File: config.mk
export PLATFORM = sky130hd
export DESIGN_NAME = hatch_ctrl_flat
export DESIGN_NICKNAME = d
export VERILOG_FILES = /design/src/rtl/hatch_ctrl_if.sv /design/src/rtl/hatch_ctrl.sv /design/src/flat_wrapper.sv
export SDC_FILE = /design/constraint.sdc
export NUM_CORES = 1
export LEC_CHECK = 0
export BUFFER_PORTS_ARGS = -buffer_cell sky130_fd_sc_hd__buf_2
export CAP_MARGIN = 20
export CORE_MARGIN = 4
export CORE_UTILIZATION = 45
export CTS_CLUSTER_SIZE = 25
export DETAILED_ROUTE_END_ITERATION = 12
export PLACE_DENSITY = 0.62
export SLEW_MARGIN = 20
export SYNTH_ARGS = -nofsm -noshare
export SYNTH_HDL_FRONTEND = slang
export SYNTH_SLANG_ARGS = --single-unit
File: constraint.sdc
create_clock -name clk -period 6.94 [get_ports clk]
set_input_delay 1.388 -clock clk [delete_from_list [all_inputs] [get_ports clk]]
set_output_delay 1.388 -clock clk [all_outputs]
set_load 0.1 [all_outputs]
File: src/rtl/hatch_ctrl_if.sv
`default_nettype none
`timescale 1ns / 1ps
// ============================================================================
// Module   : hatch_ctrl_if
// Purpose  : Bundles the game-control inputs and display-facing outputs of
//            the egg-hatching controller.
// Signals  : st    - game enable level (0 forces the controller to IDLE)
//            warm  - debounced single-cycle "warm" press pulse
//            num   - 4-bit display frame index
//            fail  - game lost
//            done  - egg hatched
//            st_o  - registered copy of st for the display stage
//            heat  - 4-bit current egg temperature
// Modports : master - drives st/warm, observes the outputs
//            slave  - the controller side
// Revision : 1.0 - initial release
// ============================================================================
interface hatch_ctrl_if;
  logic       st;
  logic       warm;
  logic [3:0] num;
  logic       fail;
  logic       done;
  logic       st_o;
  logic [3:0] heat;

  modport master (
    output st,
    output warm,
    input  num,
    input  fail,
    input  done,
    input  st_o,
    input  heat
  );

  modport slave (
    input  st,
    input  warm,
    output num,
    output fail,
    output done,
    output st_o,
    output heat
  );
endinterface
`default_nettype wire

File: src/rtl/hatch_ctrl.sv
`default_nettype none
`timescale 1ns / 1ps
// ============================================================================
// Module   : hatch_ctrl
// Purpose  : Egg-hatching game controller. Converts warm presses into an egg
//            temperature that decays over time, grows the egg through six
//            stages while the temperature stays in the window, and decides
//            between hatching and failure. Drives the dot-matrix display
//            stage's frame index, fail flag and enable.
// Ports    : clk  - 1 kHz system clock
//            rst  - asynchronous, active-low reset
//            bus  - hatch_ctrl_if.slave (st, warm in; num, fail, done,
//                   st_o, heat out). Every output is a flop.
// Revision : 1.0 - initial release
// ============================================================================
module hatch_ctrl #(
  parameter int HEAT_INIT  = 8,
  parameter int HEAT_LO    = 4,
  parameter int HEAT_HI    = 12,
  parameter int WARM_STEP  = 3,
  parameter int COOL_TICKS = 500,
  parameter int GROW_TICKS = 2000,
  parameter int COLD_MAX   = 3000,
  parameter int ANIM_TICKS = 250
) (
  input  logic        clk,
  input  logic        rst,
  hatch_ctrl_if.slave bus
);

  // Counter widths; a period of 1 still needs a 1-bit counter.
  localparam int c_cool_w = (COOL_TICKS > 1) ? $clog2(COOL_TICKS) : 1;
  localparam int c_grow_w = (GROW_TICKS > 1) ? $clog2(GROW_TICKS) : 1;
  localparam int c_cold_w = (COLD_MAX   > 1) ? $clog2(COLD_MAX)   : 1;
  localparam int c_anim_w = (ANIM_TICKS > 1) ? $clog2(ANIM_TICKS) : 1;

  localparam logic [c_cool_w-1:0] c_cool_last = c_cool_w'(COOL_TICKS - 1);
  localparam logic [c_grow_w-1:0] c_grow_last = c_grow_w'(GROW_TICKS - 1);
  localparam logic [c_cold_w-1:0] c_cold_last = c_cold_w'(COLD_MAX - 1);
  localparam logic [c_anim_w-1:0] c_anim_last = c_anim_w'(ANIM_TICKS - 1);

  localparam logic [3:0] c_heat_init = 4'(HEAT_INIT);
  localparam logic [3:0] c_heat_lo   = 4'(HEAT_LO);
  localparam logic [3:0] c_heat_hi   = 4'(HEAT_HI);
  localparam logic [5:0] c_warm_step = 6'(WARM_STEP);
  localparam logic [2:0] c_stage_last = 3'd5;

  localparam logic [2:0] c_st_idle  = 3'd0;
  localparam logic [2:0] c_st_grow  = 3'd1;
  localparam logic [2:0] c_st_hatch = 3'd2;
  localparam logic [2:0] c_st_done  = 3'd3;
  localparam logic [2:0] c_st_fail  = 3'd4;

  // State and datapath registers
  logic [2:0]          r_state;
  logic [3:0]          r_heat;
  logic [2:0]          r_stage;
  logic [c_grow_w-1:0] r_grow_cnt;
  logic [c_cold_w-1:0] r_cold_cnt;
  logic [c_cool_w-1:0] r_cool_cnt;
  logic [c_anim_w-1:0] r_anim_cnt;
  logic                r_phase;
  logic [3:0]          r_num;
  logic                r_fail;
  logic                r_done;
  logic                r_st_o;

  // Next-state values
  logic [2:0]          w_state_nxt;
  logic [3:0]          w_heat_nxt;
  logic [2:0]          w_stage_nxt;
  logic [c_grow_w-1:0] w_grow_nxt;
  logic [c_cold_w-1:0] w_cold_nxt;
  logic [c_cool_w-1:0] w_cool_nxt;
  logic [c_anim_w-1:0] w_anim_nxt;
  logic                w_phase_nxt;
  logic [3:0]          w_num_nxt;
  logic                w_fail_nxt;
  logic                w_done_nxt;

  // Heat arithmetic
  logic                w_cool_tick;
  logic [5:0]          w_heat_add;
  logic [5:0]          w_heat_sub;
  logic [3:0]          w_heat_sat;
  logic                w_over;
  logic                w_cold;

  assign w_over = (r_heat > c_heat_hi);
  assign w_cold = (r_heat < c_heat_lo);

  // Warm and cool apply in the same cycle as a net change; the sum is kept
  // wide so the result can be clamped to 0..15 instead of wrapping.
  always_comb begin
    w_cool_tick = (r_state == c_st_grow) && (r_cool_cnt == c_cool_last);
    w_heat_add  = {2'b00, r_heat} + (bus.warm ? c_warm_step : 6'd0);
    w_heat_sub  = w_heat_add;
    if (w_cool_tick && (w_heat_add != 6'd0)) begin
      w_heat_sub = w_heat_add - 6'd1;
    end
    w_heat_sat = (w_heat_sub > 6'd15) ? 4'hF : w_heat_sub[3:0];
  end

  // Next-state / datapath process
  always_comb begin
    w_state_nxt = r_state;
    w_heat_nxt  = r_heat;
    w_stage_nxt = r_stage;
    w_grow_nxt  = r_grow_cnt;
    w_cold_nxt  = r_cold_cnt;
    w_cool_nxt  = r_cool_cnt;
    w_anim_nxt  = r_anim_cnt;
    w_phase_nxt = r_phase;

    if (!bus.st) begin
      w_state_nxt = c_st_idle;
      w_heat_nxt  = c_heat_init;
      w_stage_nxt = 3'd0;
      w_grow_nxt  = '0;
      w_cold_nxt  = '0;
      w_cool_nxt  = '0;
    end else begin
      case (r_state)
        c_st_idle: begin
          // Clearing here also makes the cool period start on GROW entry.
          w_state_nxt = c_st_grow;
          w_heat_nxt  = c_heat_init;
          w_stage_nxt = 3'd0;
          w_grow_nxt  = '0;
          w_cold_nxt  = '0;
          w_cool_nxt  = '0;
        end
        c_st_grow: begin
          w_cool_nxt = w_cool_tick ? '0 : r_cool_cnt + c_cool_w'(1);
          w_heat_nxt = w_heat_sat;
          // Decisions use the registered heat: overheat > cold > growth.
          if (w_over) begin
            w_state_nxt = c_st_fail;
          end else if (w_cold) begin
            if (r_cold_cnt == c_cold_last) begin
              w_state_nxt = c_st_fail;
            end else begin
              w_cold_nxt = r_cold_cnt + c_cold_w'(1);
            end
          end else begin
            w_cold_nxt = '0;
            if (r_grow_cnt == c_grow_last) begin
              w_grow_nxt = '0;
              if (r_stage == c_stage_last) begin
                w_state_nxt = c_st_hatch;
              end else begin
                w_stage_nxt = r_stage + 3'd1;
              end
            end else begin
              w_grow_nxt = r_grow_cnt + c_grow_w'(1);
            end
          end
        end
        c_st_hatch: begin
          // Two animation frames: phase 0 shows frame 6, phase 1 frame 7.
          if (r_phase && (r_anim_cnt == c_anim_last)) begin
            w_state_nxt = c_st_done;
          end
        end
        c_st_done, c_st_fail: begin
          w_state_nxt = r_state;
        end
        default: begin
          w_state_nxt = c_st_idle;
        end
      endcase
    end

    // Animation timebase restarts on every state change.
    if (w_state_nxt != r_state) begin
      w_anim_nxt  = '0;
      w_phase_nxt = 1'b0;
    end else if (r_anim_cnt == c_anim_last) begin
      w_anim_nxt  = '0;
      w_phase_nxt = ~r_phase;
    end else begin
      w_anim_nxt  = r_anim_cnt + c_anim_w'(1);
    end
  end

  // Output process: decoded from next-state values so the registered
  // outputs change on the same edge as the state.
  always_comb begin
    w_num_nxt  = 4'd0;
    w_fail_nxt = 1'b0;
    w_done_nxt = 1'b0;
    case (w_state_nxt)
      c_st_grow: begin
        w_num_nxt = ((w_heat_nxt < c_heat_lo) && w_phase_nxt) ? 4'd11
                                                              : {1'b0, w_stage_nxt};
      end
      c_st_hatch: begin
        w_num_nxt = w_phase_nxt ? 4'd7 : 4'd6;
      end
      c_st_done: begin
        w_num_nxt  = w_phase_nxt ? 4'd10 : 4'd9;
        w_done_nxt = 1'b1;
      end
      c_st_fail: begin
        w_num_nxt  = 4'd8;
        w_fail_nxt = 1'b1;
      end
      default: begin
        w_num_nxt = 4'd0;
      end
    endcase
  end

  // State register process
  always_ff @(posedge clk or negedge rst) begin
    if (!rst) begin
      r_state    <= c_st_idle;
      r_heat     <= c_heat_init;
      r_stage    <= 3'd0;
      r_grow_cnt <= '0;
      r_cold_cnt <= '0;
      r_cool_cnt <= '0;
      r_anim_cnt <= '0;
      r_phase    <= 1'b0;
      r_num      <= 4'd0;
      r_fail     <= 1'b0;
      r_done     <= 1'b0;
      r_st_o     <= 1'b0;
    end else begin
      r_state    <= w_state_nxt;
      r_heat     <= w_heat_nxt;
      r_stage    <= w_stage_nxt;
      r_grow_cnt <= w_grow_nxt;
      r_cold_cnt <= w_cold_nxt;
      r_cool_cnt <= w_cool_nxt;
      r_anim_cnt <= w_anim_nxt;
      r_phase    <= w_phase_nxt;
      r_num      <= w_num_nxt;
      r_fail     <= w_fail_nxt;
      r_done     <= w_done_nxt;
      r_st_o     <= bus.st;
    end
  end

  assign bus.num  = r_num;
  assign bus.fail = r_fail;
  assign bus.done = r_done;
  assign bus.st_o = r_st_o;
  assign bus.heat = r_heat;

endmodule
`default_nettype wire
File: src/flat_wrapper.sv
// flat-port wrapper written by rule: the top's interface ports become plain ports
module hatch_ctrl_flat 
#(
  parameter int HEAT_INIT  = 8,
  parameter int HEAT_LO    = 4,
  parameter int HEAT_HI    = 12,
  parameter int WARM_STEP  = 3,
  parameter int COOL_TICKS = 500,
  parameter int GROW_TICKS = 2000,
  parameter int COLD_MAX   = 3000,
  parameter int ANIM_TICKS = 250
)
  (clk, rst, bus_st, bus_warm, bus_num, bus_fail, bus_done, bus_st_o, bus_heat);
  hatch_ctrl_if bus_i ();
  input  logic clk;
  input  logic rst;
  input wire logic [$bits(bus_i.st)-1:0] bus_st;
  input wire logic [$bits(bus_i.warm)-1:0] bus_warm;
  output wire logic [$bits(bus_i.num)-1:0] bus_num;
  output wire logic [$bits(bus_i.fail)-1:0] bus_fail;
  output wire logic [$bits(bus_i.done)-1:0] bus_done;
  output wire logic [$bits(bus_i.st_o)-1:0] bus_st_o;
  output wire logic [$bits(bus_i.heat)-1:0] bus_heat;
  assign bus_i.st = bus_st;
  assign bus_i.warm = bus_warm;
  assign bus_num = bus_i.num;
  assign bus_fail = bus_i.fail;
  assign bus_done = bus_i.done;
  assign bus_st_o = bus_i.st_o;
  assign bus_heat = bus_i.heat;
  hatch_ctrl #(.HEAT_INIT(HEAT_INIT), .HEAT_LO(HEAT_LO), .HEAT_HI(HEAT_HI), .WARM_STEP(WARM_STEP), .COOL_TICKS(COOL_TICKS), .GROW_TICKS(GROW_TICKS), .COLD_MAX(COLD_MAX), .ANIM_TICKS(ANIM_TICKS)) u_core (.clk(clk), .rst(rst), .bus(bus_i));
endmodule
==> run metrics <==
portion of netlist area occupied by mux cells around 1.0%; launching instance or port of the critical path bus_warm; most common cell after layout, fill and taps aside sky130_fd_sc_hd__dfrtp_1; proportion of synthesized flip-flops having asynchronous set or reset 100.0%; met3 track demand over resource slightly below 5%; Num CTS Buffers 9; Die H around 94 um; largest fanout on the critical path 4; final routed wirelength across all metal layers roughly 6.8 mm; P_leak 1.605 nW; worst flop-to-flop path startpoint u_core.bus.heat[0]; number of distinct library cells after synthesis 62; Cell Rows 31; slew of the pin with the lowest slew margin 0.7287 ns; power density over cell area 202.0 nW/um^2; met1 track demand over resource in global routing 23.95%; Post-CTS Resized 0; largest net degree at the start of global routing 59; setup skew after layout 0.01062 ns; synthesized area 3333 um^2; type of the most critical hold path reg2reg; Final Core Density 51.25%; hold_buf cts 0; met2 Resource Use GR between 20% and 30%; Max Root-Sink Buffers 2; fraction of layout cells with a size suffix above 1 between 10% and 20%; xor-xnor portion of the synthesized cell area ~6.5%; detailed-route via count between 2k and 3k; clock insertion delay at the later pin of the skew report 0.34 ns; number of antenna violations at the first check in global routing 0; CTS clk-pin slew, worst paths approximately 0.07 ns; status completed; weighted congestion at the end of routability-driven global placement around 0.9; share of synthesized area occupied by flip-flops and latches between 40% and 50%; total power of the final layout about 750 uW; share of total power consumed by net switching a little under a quarter; number of antenna cells inserted 0; Syn-to-layout area delta 10.92%; DPL Wire Length 4.685 mm; Via density between 5 and 6; Synth Instances ~360; clock tree from TritonCTS done; portion of total power attributed to sequential cells between 40% and 50%; maximum achievable frequency about 260 MHz; cell at the root of the clock tree sky130_fd_sc_hd__clkbuf_8; critical path data required time 7.17 ns; number of detailed-route iterations in the first pass 4; DRT antenna net count 0; kind of end point of the critical path register; Hold Startpoint u_core.r_anim_cnt[0]; number of global-route vias before repair approximately 2.5k; clock group share of total power between 40% and 50%; cell-internal power between 500 and 600 uW; largest family of logic cells by synthesized area simple AND/OR/NAND/NOR gates; peak supply drop 0.08166 mV; combinational fraction of design power around 7%; final number of setup-violating endpoints 0; Synth warnings 0; accumulated negative setup slack 0 ns; first-pass GRT wire length ~12 mm; data arrival time of the worst path 4.10 ns; commonest non-fill, non-tap cells in the layout sky130_fd_sc_hd__dfrtp_1 (57), sky130_fd_sc_hd__nand2_1 (46), sky130_fd_sc_hd__nor2_1 (40); post-route clock period utilization ~56%; Seq cells post-synth 58; max-cap violations 0; synthesized-area fraction occupied by and/or/nand/nor cells 25.56%; number of DRC violations after detailed routing 0; Remaining Overflow, GRT 0; compound-cell area share of the yosys netlist ~15%; max-slew violation total from the final report 0; number of top-level pins 15; Hold Vio Cnt, Final 0; Net Switching ~180 uW; nets in the synthesized netlist 380; Max-Slew Margin vs Limit 51.42%; wire length per cell ~14 um; final-layout worst hold slack 0.4979 ns; post-synthesis share of cell area spent on full adders, half adders and majority gates under 10%; type of element launching the critical path input port; post-CTS setup buffer count 0; NumNets Final 395; classification of the worst setup path in2reg; count of port buffers added during placement 14; die outline area about 8800 um^2; minimum period implied by the final worst setup slack approximately 3.9 ns; First DRT Iteration DRCs 150; fill cell total of the finished layout 700; total core area just over 7000 um^2; GR peak layer met2; Post-synth EDFFs 0; Synth Area per Inst between 9 and 10 um^2; Top FF cell, synth sky130_fd_sc_hd__dfrtp_1; unrepaired setup endpoints after global routing no; starting density of the core a little under half; horizontal die dimension 94.07 um; global router's overall resource usage approximately 17%; number of H-tree levels 3; # clock sinks a little under 60
-- worst max-delay path: stages --
cell and delay, ns:
sky130_fd_sc_hd__buf_2 0.12, sky130_fd_sc_hd__ha_1 0.21, sky130_fd_sc_hd__fa_1 0.49, sky130_fd_sc_hd__inv_1 0.10, sky130_fd_sc_hd__ha_1 0.15, sky130_fd_sc_hd__inv_1 0.05, sky130_fd_sc_hd__nor4_1 0.50, sky130_fd_sc_hd__nor3b_1 0.14
sky130_fd_sc_hd__xor3_1 0.22, sky130_fd_sc_hd__a221oi_2 0.34, sky130_fd_sc_hd__nand3_1 0.11, sky130_fd_sc_hd__a32o_1 0.27
-- final timing paths --
kind / depth (start not counted) / slack, ns / to
worst max-delay path: 12 / 3.07 / u_core.bus.num[2]
worst min-delay path: 1 / 0.50 / u_core.r_anim_cnt[0]
worst max register to register: 11 / 3.80 / u_core.bus.num[2]
worst min register to register: 1 / 0.50 / u_core.r_anim_cnt[0]
max in group asynchronous: 2 / 5.26 / u_core.r_cold_cnt[7]
min in group asynchronous: 2 / 1.16 / u_core.r_anim_cnt[2]
-- state kept, by name (all words and copies together) (netlist names) --
register	cells
u_core.r_anim_cnt	8
u_core.r_stage	3
u_core.r_cool_cnt	9
u_core.r_state	3
u_core.r_cold_cnt	12
u_core.bus.done	1
u_core.bus.num	4
u_core.bus.st_o	1
u_core.bus.heat	4
u_core.bus.fail	1
u_core.r_grow_cnt	11
u_core.r_phase	1
-- logic make-up (layout without fill, tap and decap cells) --
group / Yosys count / after routing
simple gates: 166 / 166
xor+xnor: 23 / 23
flops: 58 / 58
buf+inv: 25 / 45
mux: 3 / 3
fa+ha+maj: 13 / 13
compound gates: 75 / 75
-- metal layers --
metal  up-vias  wire length (um)
met4         0               105
met2        57              3036
met1      1284              3359
li1       1331                 -
met5         -                 0
met3        10               338
-- synthesized netlist by cell type (2+ instances only) --
library cell | n | area [um^2]
sky130_fd_sc_hd__buf_4 | 3 | 22.52
sky130_fd_sc_hd__xor2_1 | 12 | 105.1
sky130_fd_sc_hd__mux2_2 | 3 | 33.78
sky130_fd_sc_hd__dfrtp_1 | 57 | 1426
sky130_fd_sc_hd__clkbuf_1 | 4 | 15.01
sky130_fd_sc_hd__o22ai_1 | 2 | 12.51
sky130_fd_sc_hd__a22o_1 | 3 | 26.28
sky130_fd_sc_hd__or2_2 | 3 | 18.77
sky130_fd_sc_hd__o21ai_1 | 3 | 15.01
sky130_fd_sc_hd__and2_1 | 2 | 12.51
sky130_fd_sc_hd__nand2_1 | 46 | 172.7
sky130_fd_sc_hd__o2111ai_1 | 2 | 17.52
sky130_fd_sc_hd__nand2b_1 | 4 | 25.02
sky130_fd_sc_hd__o211a_1 | 2 | 20.02
sky130_fd_sc_hd__nor2_1 | 40 | 150.1
sky130_fd_sc_hd__a21o_1 | 2 | 15.01
sky130_fd_sc_hd__nor2b_1 | 2 | 12.51
sky130_fd_sc_hd__xnor2_1 | 10 | 87.58
sky130_fd_sc_hd__ha_1 | 12 | 150.1
sky130_fd_sc_hd__o31ai_1 | 4 | 30.03
sky130_fd_sc_hd__nand4_1 | 7 | 43.79
sky130_fd_sc_hd__and3_2 | 2 | 15.01
sky130_fd_sc_hd__nor3_1 | 7 | 35.03
sky130_fd_sc_hd__nor3b_1 | 5 | 37.54
sky130_fd_sc_hd__nor4_1 | 4 | 25.02
sky130_fd_sc_hd__and4_1 | 2 | 17.52
sky130_fd_sc_hd__or3_1 | 5 | 31.28
sky130_fd_sc_hd__nand3_1 | 18 | 90.09
sky130_fd_sc_hd__o21ai_0 | 27 | 135.1
sky130_fd_sc_hd__o211ai_1 | 3 | 22.52
sky130_fd_sc_hd__a21oi_1 | 13 | 65.06
sky130_fd_sc_hd__buf_2 | 3 | 15.01
sky130_fd_sc_hd__and3_1 | 9 | 56.30
sky130_fd_sc_hd__inv_1 | 14 | 52.55
-- area by class of cell --
class                   count  area [um^2]  share of cell area [%]
flip-flops and latches     58         1453                   39.29
clock inverters             5        77.57                   2.098
multi-input cells         280         1772                   47.92
clock buffers              11        141.4                   3.824
repair buffers             15        77.57                   2.098
inverters                  14        52.55                   1.421
well taps                  99        123.9                   3.350
-- power groups by stage --
stage / registers [mW] / logic (mW) / clock network [mW]
floorplan: 0.362 / 0.0305 / 0
global placement: 0.355 / 0.0537 / 0
detailed placement: 0.355 / 0.0540 / 0
CTS: 0.348 / 0.0544 / 0.355
global route: 0.349 / 0.0613 / 0.371
finish: 0.349 / 0.0535 / 0.345
-- stage by stage --
| step | std cells | setup WS (ns) | cell area [um^2] |
|---|---|---|---|
| after floorplan | 363 | 3.054 | 3333 |
| after global placement | 466 | 2.813 | 3478 |
| after detailed placement | 466 | 2.738 | 3478 |
| after CTS | 482 | 3.108 | 3697 |
| after global routing | 482 | 2.847 | 3697 |
| final | 482 | 3.069 | 3697 |
(Power assumes the default switching activity.)
